==> config.mk <==
export PLATFORM = sky130hd
export DESIGN_NAME = control_unit
export DESIGN_NICKNAME = d
export VERILOG_FILES = /design/src/rtl/control_unit.sv
export SDC_FILE = /design/constraint.sdc
export NUM_CORES = 1
export LEC_CHECK = 0
export CAP_MARGIN = 20
export CORE_AREA = 5 5 47 49
export DETAILED_ROUTE_END_ITERATION = 16
export DIE_AREA = 0 0 52 54
export DONT_BUFFER_PORTS = 1
export PLACE_DENSITY = 0.48
export SYNTH_ARGS = -nofsm -noshare
export SYNTH_HDL_FRONTEND = slang
export SYNTH_SLANG_ARGS = --single-unit
==> constraint.sdc <==
create_clock -name i_CLOCK -period 2.6 [get_ports i_CLOCK]
set_input_delay 0.52 -clock i_CLOCK [delete_from_list [all_inputs] [get_ports i_CLOCK]]
set_output_delay 0.52 -clock i_CLOCK [all_outputs]
set_load 0.05 [all_outputs]
==> src/rtl/control_unit.sv <==
// Microcoded T-step sequencer for the 8-bit CPU: decodes step, opcode and flags
// into the bus-control strobes and owns fetch, instruction termination and halt.
module control_unit #(
    parameter int DATA_WIDTH = 8
) (
    input  logic                    i_CLOCK,
    input  logic                    i_CLEAR_N,
    input  logic [DATA_WIDTH/2-1:0] i_OPCODE,
    input  logic                    i_CARRY,
    input  logic                    i_ZERO,
    output logic                    o_PC_INC,
    output logic                    o_PC_WRITE_BUS,
    output logic                    o_PC_LOAD,
    output logic                    o_MAR_READ_BUS,
    output logic                    o_RAM_READ_BUS,
    output logic                    o_RAM_WRITE_BUS,
    output logic                    o_IR_READ_BUS,
    output logic                    o_IR_WRITE_BUS,
    output logic                    o_A_READ_BUS,
    output logic                    o_A_WRITE_BUS,
    output logic                    o_B_READ_BUS,
    output logic                    o_ALU_WRITE_BUS,
    output logic                    o_ALU_SUB,
    output logic                    o_FLAGS_LOAD,
    output logic                    o_OUT_READ_BUS,
    output logic [2:0]              o_STEP,
    output logic                    o_HALTED
);

    typedef enum logic [2:0] {
        T0 = 3'd0,
        T1 = 3'd1,
        T2 = 3'd2,
        T3 = 3'd3,
        T4 = 3'd4
    } step_e;

    typedef struct packed {
        logic pc_inc;
        logic pc_write;
        logic pc_load;
        logic mar_read;
        logic ram_read;
        logic ram_write;
        logic ir_read;
        logic ir_write;
        logic a_read;
        logic a_write;
        logic b_read;
        logic alu_write;
        logic alu_sub;
        logic flags_load;
        logic out_read;
    } ctrl_t;

    localparam logic [3:0] OP_LDA = 4'h1;
    localparam logic [3:0] OP_ADD = 4'h2;
    localparam logic [3:0] OP_SUB = 4'h3;
    localparam logic [3:0] OP_STA = 4'h4;
    localparam logic [3:0] OP_LDI = 4'h5;
    localparam logic [3:0] OP_JMP = 4'h6;
    localparam logic [3:0] OP_JC  = 4'h7;
    localparam logic [3:0] OP_JZ  = 4'h8;
    localparam logic [3:0] OP_OUT = 4'hE;
    localparam logic [3:0] OP_HLT = 4'hF;

    step_e      r_step;
    logic       r_halted;
    step_e      w_step_next;
    logic       w_halted_next;
    ctrl_t      w_ctrl;
    ctrl_t      w_out;
    logic [3:0] w_op;

    // Wider opcode fields carry extra bits above the decoded nibble.
    assign w_op = i_OPCODE[3:0];

    // NOTE: sequential state uses non-blocking assignments so every register
    // samples the pre-edge values of its neighbours.
    always_ff @(posedge i_CLOCK or negedge i_CLEAR_N) begin
        if (!i_CLEAR_N) begin
            r_step   <= T0;
            r_halted <= 1'b0;
        end else begin
            r_step   <= w_step_next;
            r_halted <= w_halted_next;
        end
    end

    // NOTE: every combinational output gets a default before the case
    // statements, so no path leaves a signal unassigned and no latch appears.
    always_comb begin
        w_step_next   = T0;
        w_halted_next = r_halted;
        w_ctrl        = '0;
        if (r_halted) begin
            w_step_next = r_step;
        end else begin
            unique case (r_step)
                T0: begin
                    w_ctrl.pc_write = 1'b1;
                    w_ctrl.mar_read = 1'b1;
                    w_step_next     = T1;
                end
                T1: begin
                    w_ctrl.ram_write = 1'b1;
                    w_ctrl.ir_read   = 1'b1;
                    w_ctrl.pc_inc    = 1'b1;
                    w_step_next      = T2;
                end
                T2: begin
                    case (w_op)
                        OP_LDA, OP_ADD, OP_SUB, OP_STA: begin
                            w_ctrl.ir_write = 1'b1;
                            w_ctrl.mar_read = 1'b1;
                            w_step_next     = T3;
                        end
                        OP_LDI: begin
                            w_ctrl.ir_write = 1'b1;
                            w_ctrl.a_read   = 1'b1;
                        end
                        OP_JMP: begin
                            w_ctrl.ir_write = 1'b1;
                            w_ctrl.pc_load  = 1'b1;
                        end
                        OP_JC: begin
                            w_ctrl.ir_write = i_CARRY;
                            w_ctrl.pc_load  = i_CARRY;
                        end
                        OP_JZ: begin
                            w_ctrl.ir_write = i_ZERO;
                            w_ctrl.pc_load  = i_ZERO;
                        end
                        OP_OUT: begin
                            w_ctrl.a_write  = 1'b1;
                            w_ctrl.out_read = 1'b1;
                        end
                        OP_HLT: begin
                            // Park on T2 so o_STEP reads 2 while halted.
                            w_halted_next = 1'b1;
                            w_step_next   = T2;
                        end
                        default: ;
                    endcase
                end
                T3: begin
                    case (w_op)
                        OP_LDA: begin
                            w_ctrl.ram_write = 1'b1;
                            w_ctrl.a_read    = 1'b1;
                        end
                        OP_ADD, OP_SUB: begin
                            w_ctrl.ram_write = 1'b1;
                            w_ctrl.b_read    = 1'b1;
                            w_step_next      = T4;
                        end
                        OP_STA: begin
                            w_ctrl.a_write  = 1'b1;
                            w_ctrl.ram_read = 1'b1;
                        end
                        default: ;
                    endcase
                end
                T4: begin
                    if (w_op == OP_ADD || w_op == OP_SUB) begin
                        w_ctrl.alu_write  = 1'b1;
                        w_ctrl.a_read     = 1'b1;
                        w_ctrl.flags_load = 1'b1;
                        w_ctrl.alu_sub    = (w_op == OP_SUB);
                    end
                end
                default: ;
            endcase
        end
    end

    // NOTE: strobes are gated by the reset pin itself so they drop the moment
    // reset asserts, not at the next clock edge.
    assign w_out = i_CLEAR_N ? w_ctrl : '0;

    assign o_PC_INC        = w_out.pc_inc;
    assign o_PC_WRITE_BUS  = w_out.pc_write;
    assign o_PC_LOAD       = w_out.pc_load;
    assign o_MAR_READ_BUS  = w_out.mar_read;
    assign o_RAM_READ_BUS  = w_out.ram_read;
    assign o_RAM_WRITE_BUS = w_out.ram_write;
    assign o_IR_READ_BUS   = w_out.ir_read;
    assign o_IR_WRITE_BUS  = w_out.ir_write;
    assign o_A_READ_BUS    = w_out.a_read;
    assign o_A_WRITE_BUS   = w_out.a_write;
    assign o_B_READ_BUS    = w_out.b_read;
    assign o_ALU_WRITE_BUS = w_out.alu_write;
    assign o_ALU_SUB       = w_out.alu_sub;
    assign o_FLAGS_LOAD    = w_out.flags_load;
    assign o_OUT_READ_BUS  = w_out.out_read;
    assign o_STEP          = r_step;
    assign o_HALTED        = r_halted;

endmodule

==> metrics.md <==
| Metric | Value |
|---|---|
| Status | `complete, no violations` |
| Routed WL | `roughly 1500 um` |
| Final instance count without filler cells | `~110` |
| Finish-stage setup viols | `0` |
| Layout Skew | `slightly above 0.007 ns` |
| Routed via count | `537` |
| Starting Density | `between 20% and 30%` |
| Vias in the first global route | `between 500 and 600` |
| Most common cell after layout, fill and taps aside | `buf_4` |
| Worst Path Max Fanout | `12` |
| Crit path kind | `in2out` |
| Number of remaining DRC errors | `0` |
| Initial antenna violation count | `0` |
| Placed cells | `~110` |
| Crit path DAT | `1.80 ns` |
| Half-perimeter wire length after placement | `about 1100 um` |
| Leakage | `between 0.0002 and 0.0003 uW` |
| Die X | `52 um` |
| RSZ-0062 raised after global routing | `no` |
| Reg clk slew, reported paths | `roughly 0.030 ns` |
| Largest net degree at the start of global routing | `15` |
| GRT Residual Overflow | `0` |
| Most frequent cells in the layout | `16 x buf_4, 10 x nor2_1, 7 x nand2_1` |
| HP Class | `in2reg` |
| Boundary Pins | `27` |
| Final ANT Viol Nets | `0` |
| H-tree depth | `1` |
| GPL Wtd Cong | `approximately 0.76` |
| DRT iter0 DRCs | `17` |
| Drt wl/cell | `13.1 um` |
| Yosys cell types | `31` |
| Total negative setup slack | `0 ns` |
| ANT cells | `0` |
| Min Tclk post-route | `between 2 and 2.5 ns` |
| Syn_nets | `80` |
| Core ar. | `approximately 1800 um^2` |
| Synth Register Bits | `4` |
| Via density | `roughly 4.8` |
| Die area | `about 2800 um^2` |
| Dominant cell type by area after synthesis | `dfrtp_1` |
| Worst-Margin Slew | `0.368 ns` |
| Final slew viol count | `0` |
| Fin area | `between 600 and 700 um^2` |
| Required time worst endpoint | `2.08 ns` |
| GRT Util Overall | `10.8%` |
| Slew Limit Headroom | `75.5%` |
| Ranking of synthesized cells by area | `dfrtp_1 20%, nor2_1 9.2%, nand2_1 5.4%` |
| PwrDens | `about 950 nW/um^2` |
| Synth Warn # | `0` |
| Worst vdd ir | `~350 uV` |
| Share of the yosys chip area belonging to registers | `20.5%` |
| Max Cap Viol | `0` |
| Post-Syn Area per Cell | `6.79 um^2` |
| Post-synth design cell area | `a little under 500 um^2` |
| Post-Syn Instances | `72` |
| TritonCTS buffer count | `3` |
| Total Nets Final | `95` |
| Area after DPL | `651 um^2` |
| Crit end category | `output pin` |
| Root buffer cell | `clkbuf_4` |
| Layout cells sized above 1 | `around 34%` |
| Post-synth top area share | `20.5%` |
| Achievable clock frequency | `about 430 MHz` |
| CTS tree | `done` |
| P&R area growth vs syn | `39.6%` |
| Clock Path Buffers | `2` |
| Drt pass-1 iters | `4` |
| Critical Path Source Type | `input port` |
| Tcrit/Tclk final | `between 80% and 90%` |
| Global-route wire length before repair | `2270 um` |
| Clock sinks | `4` |
| Clock latency at the later pin of the worst-skew pair | `about 0.24 ns` |
| Die Ht | `approximately 54 um` |
| Number of port buffers | `0` |
| Num rows | `16` |
| Final hold vios | `0` |
==> layout make-up <==
type | count | area (um^2)
Timing Repair Buffer | 19 | 170
Fill cell | 204 | 1140
Sequential cell | 4 | 100
Tap cell | 27 | 33.8
Clock buffer | 3 | 22.5
Inverter | 1 | 3.75
Multi-Input combinational cell | 58 | 353
==> worst max-delay path: stages <==
cell,delay [ns]
or3b_4,0.40
or4b_4,0.55
nor2_2,0.14
buf_12,0.19
==> where the power goes <==
group	switching, uW	internal, uW	leakage, uW
registers	50.4	86.9	0.0000506
clock network	25.3	51.6	0.0000138
logic	291	146	0.000217
total	367	284	0.000281
==> Yosys cell counts <==
cell	number
a22o_1	1
a21oi_2	1
buf_4	2
inv_1	1
a21oi_1	5
o31ai_1	1
nand2b_1	1
nor4b_1	1
or3_1	1
or3b_4	1
nand2_1	7
or4b_4	1
nor2b_1	3
o21ai_0	1
o311ai_1	1
nor2_1	12
a22oi_1	1
buf_6	1
nor3_2	1
nand4b_1	1
nor3_1	5
dfrtp_1	4
and3b_1	1
nand3b_1	1
o21ai_1	2
xor2_1	2
clkbuf_1	6
nand4_1	2
o21bai_1	1
nand3_1	3
nor4_1	1
==> repair_timing <==
action | in CTS | in global routing
hold endpoints to repair | 4 | 0
hold buffers | 1 | 0
gates resized for setup | 0 | 0
buffers inserted | 0 | 0
==> cell families (layout without fill, tap and decap cells) <==
logic type             after synthesis  after routing  synth area share [%]
AO/OA/AOI/OAI                       14             14                  18.2
flip-flops                           4              4                  20.5
AND/OR/NAND/NOR                     42             42                  47.1
buffers and inverters               10             23                  10.7
XOR/XNOR                             2              2                  3.58
==> through the flow <==
stage | total power, uW | setup slack, ns | hold WS [ns] | utilization [%]
after global placement | 571 | 0.276 | 0.225 | 35.7
final | 651 | 0.275 | 0.467 | 37.5
after CTS | 658 | 0.268 | 0.468 | 37.5
after detailed placement | 575 | 0.268 | 0.225 | 35.7
after floorplan | 463 | -0.225 | 0.224 | -
after global routing | 697 | 0.220 | 0.466 | 37.5
==> final timing paths <==
| check | from | end | slack, ns | cells past startpoint |
|---|---|---|---|---|
| max in group asynchronous | i_CLEAR_N | o_STEP[1]$_DFFE_PN0N_ | 1.83 | 1 |
| worst max-delay path | i_OPCODE[3] | o_ALU_WRITE_BUS | 0.28 | 4 |
| worst min register to register | o_HALTED$_DFF_PN0_ | o_STEP[2]$_DFFE_PN0N_ | 0.65 | 2 |
| worst min-delay path | i_OPCODE[0] | o_HALTED$_DFF_PN0_ | 0.47 | 2 |
| min in group asynchronous | i_CLEAR_N | o_STEP[2]$_DFFE_PN0N_ | 0.57 | 1 |
| worst max register to register | o_STEP[1]$_DFFE_PN0N_ | o_STEP[1]$_DFFE_PN0N_ | 1.34 | 4 |
==> per-layer routing <==
| metal | GRT usage, % | up-vias | wire length [um] |
|---|---|---|---|
| met4 | 2.62 | 0 | 0 |
| met3 | 3.88 | 0 | 156 |
| met5 | 0 | - | 0 |
| met1 | 15.1 | 232 | 693 |
| met2 | 15.7 | 28 | 622 |
| li1 | - | 277 | - |
==> state kept, by name, summed over array words and instances (netlist names) <==
| register | cells |
|---|---|
| o_HALTED | 1 |
| o_STEP | 3 |
Note: power is estimated with default switching activity, not from simulation.
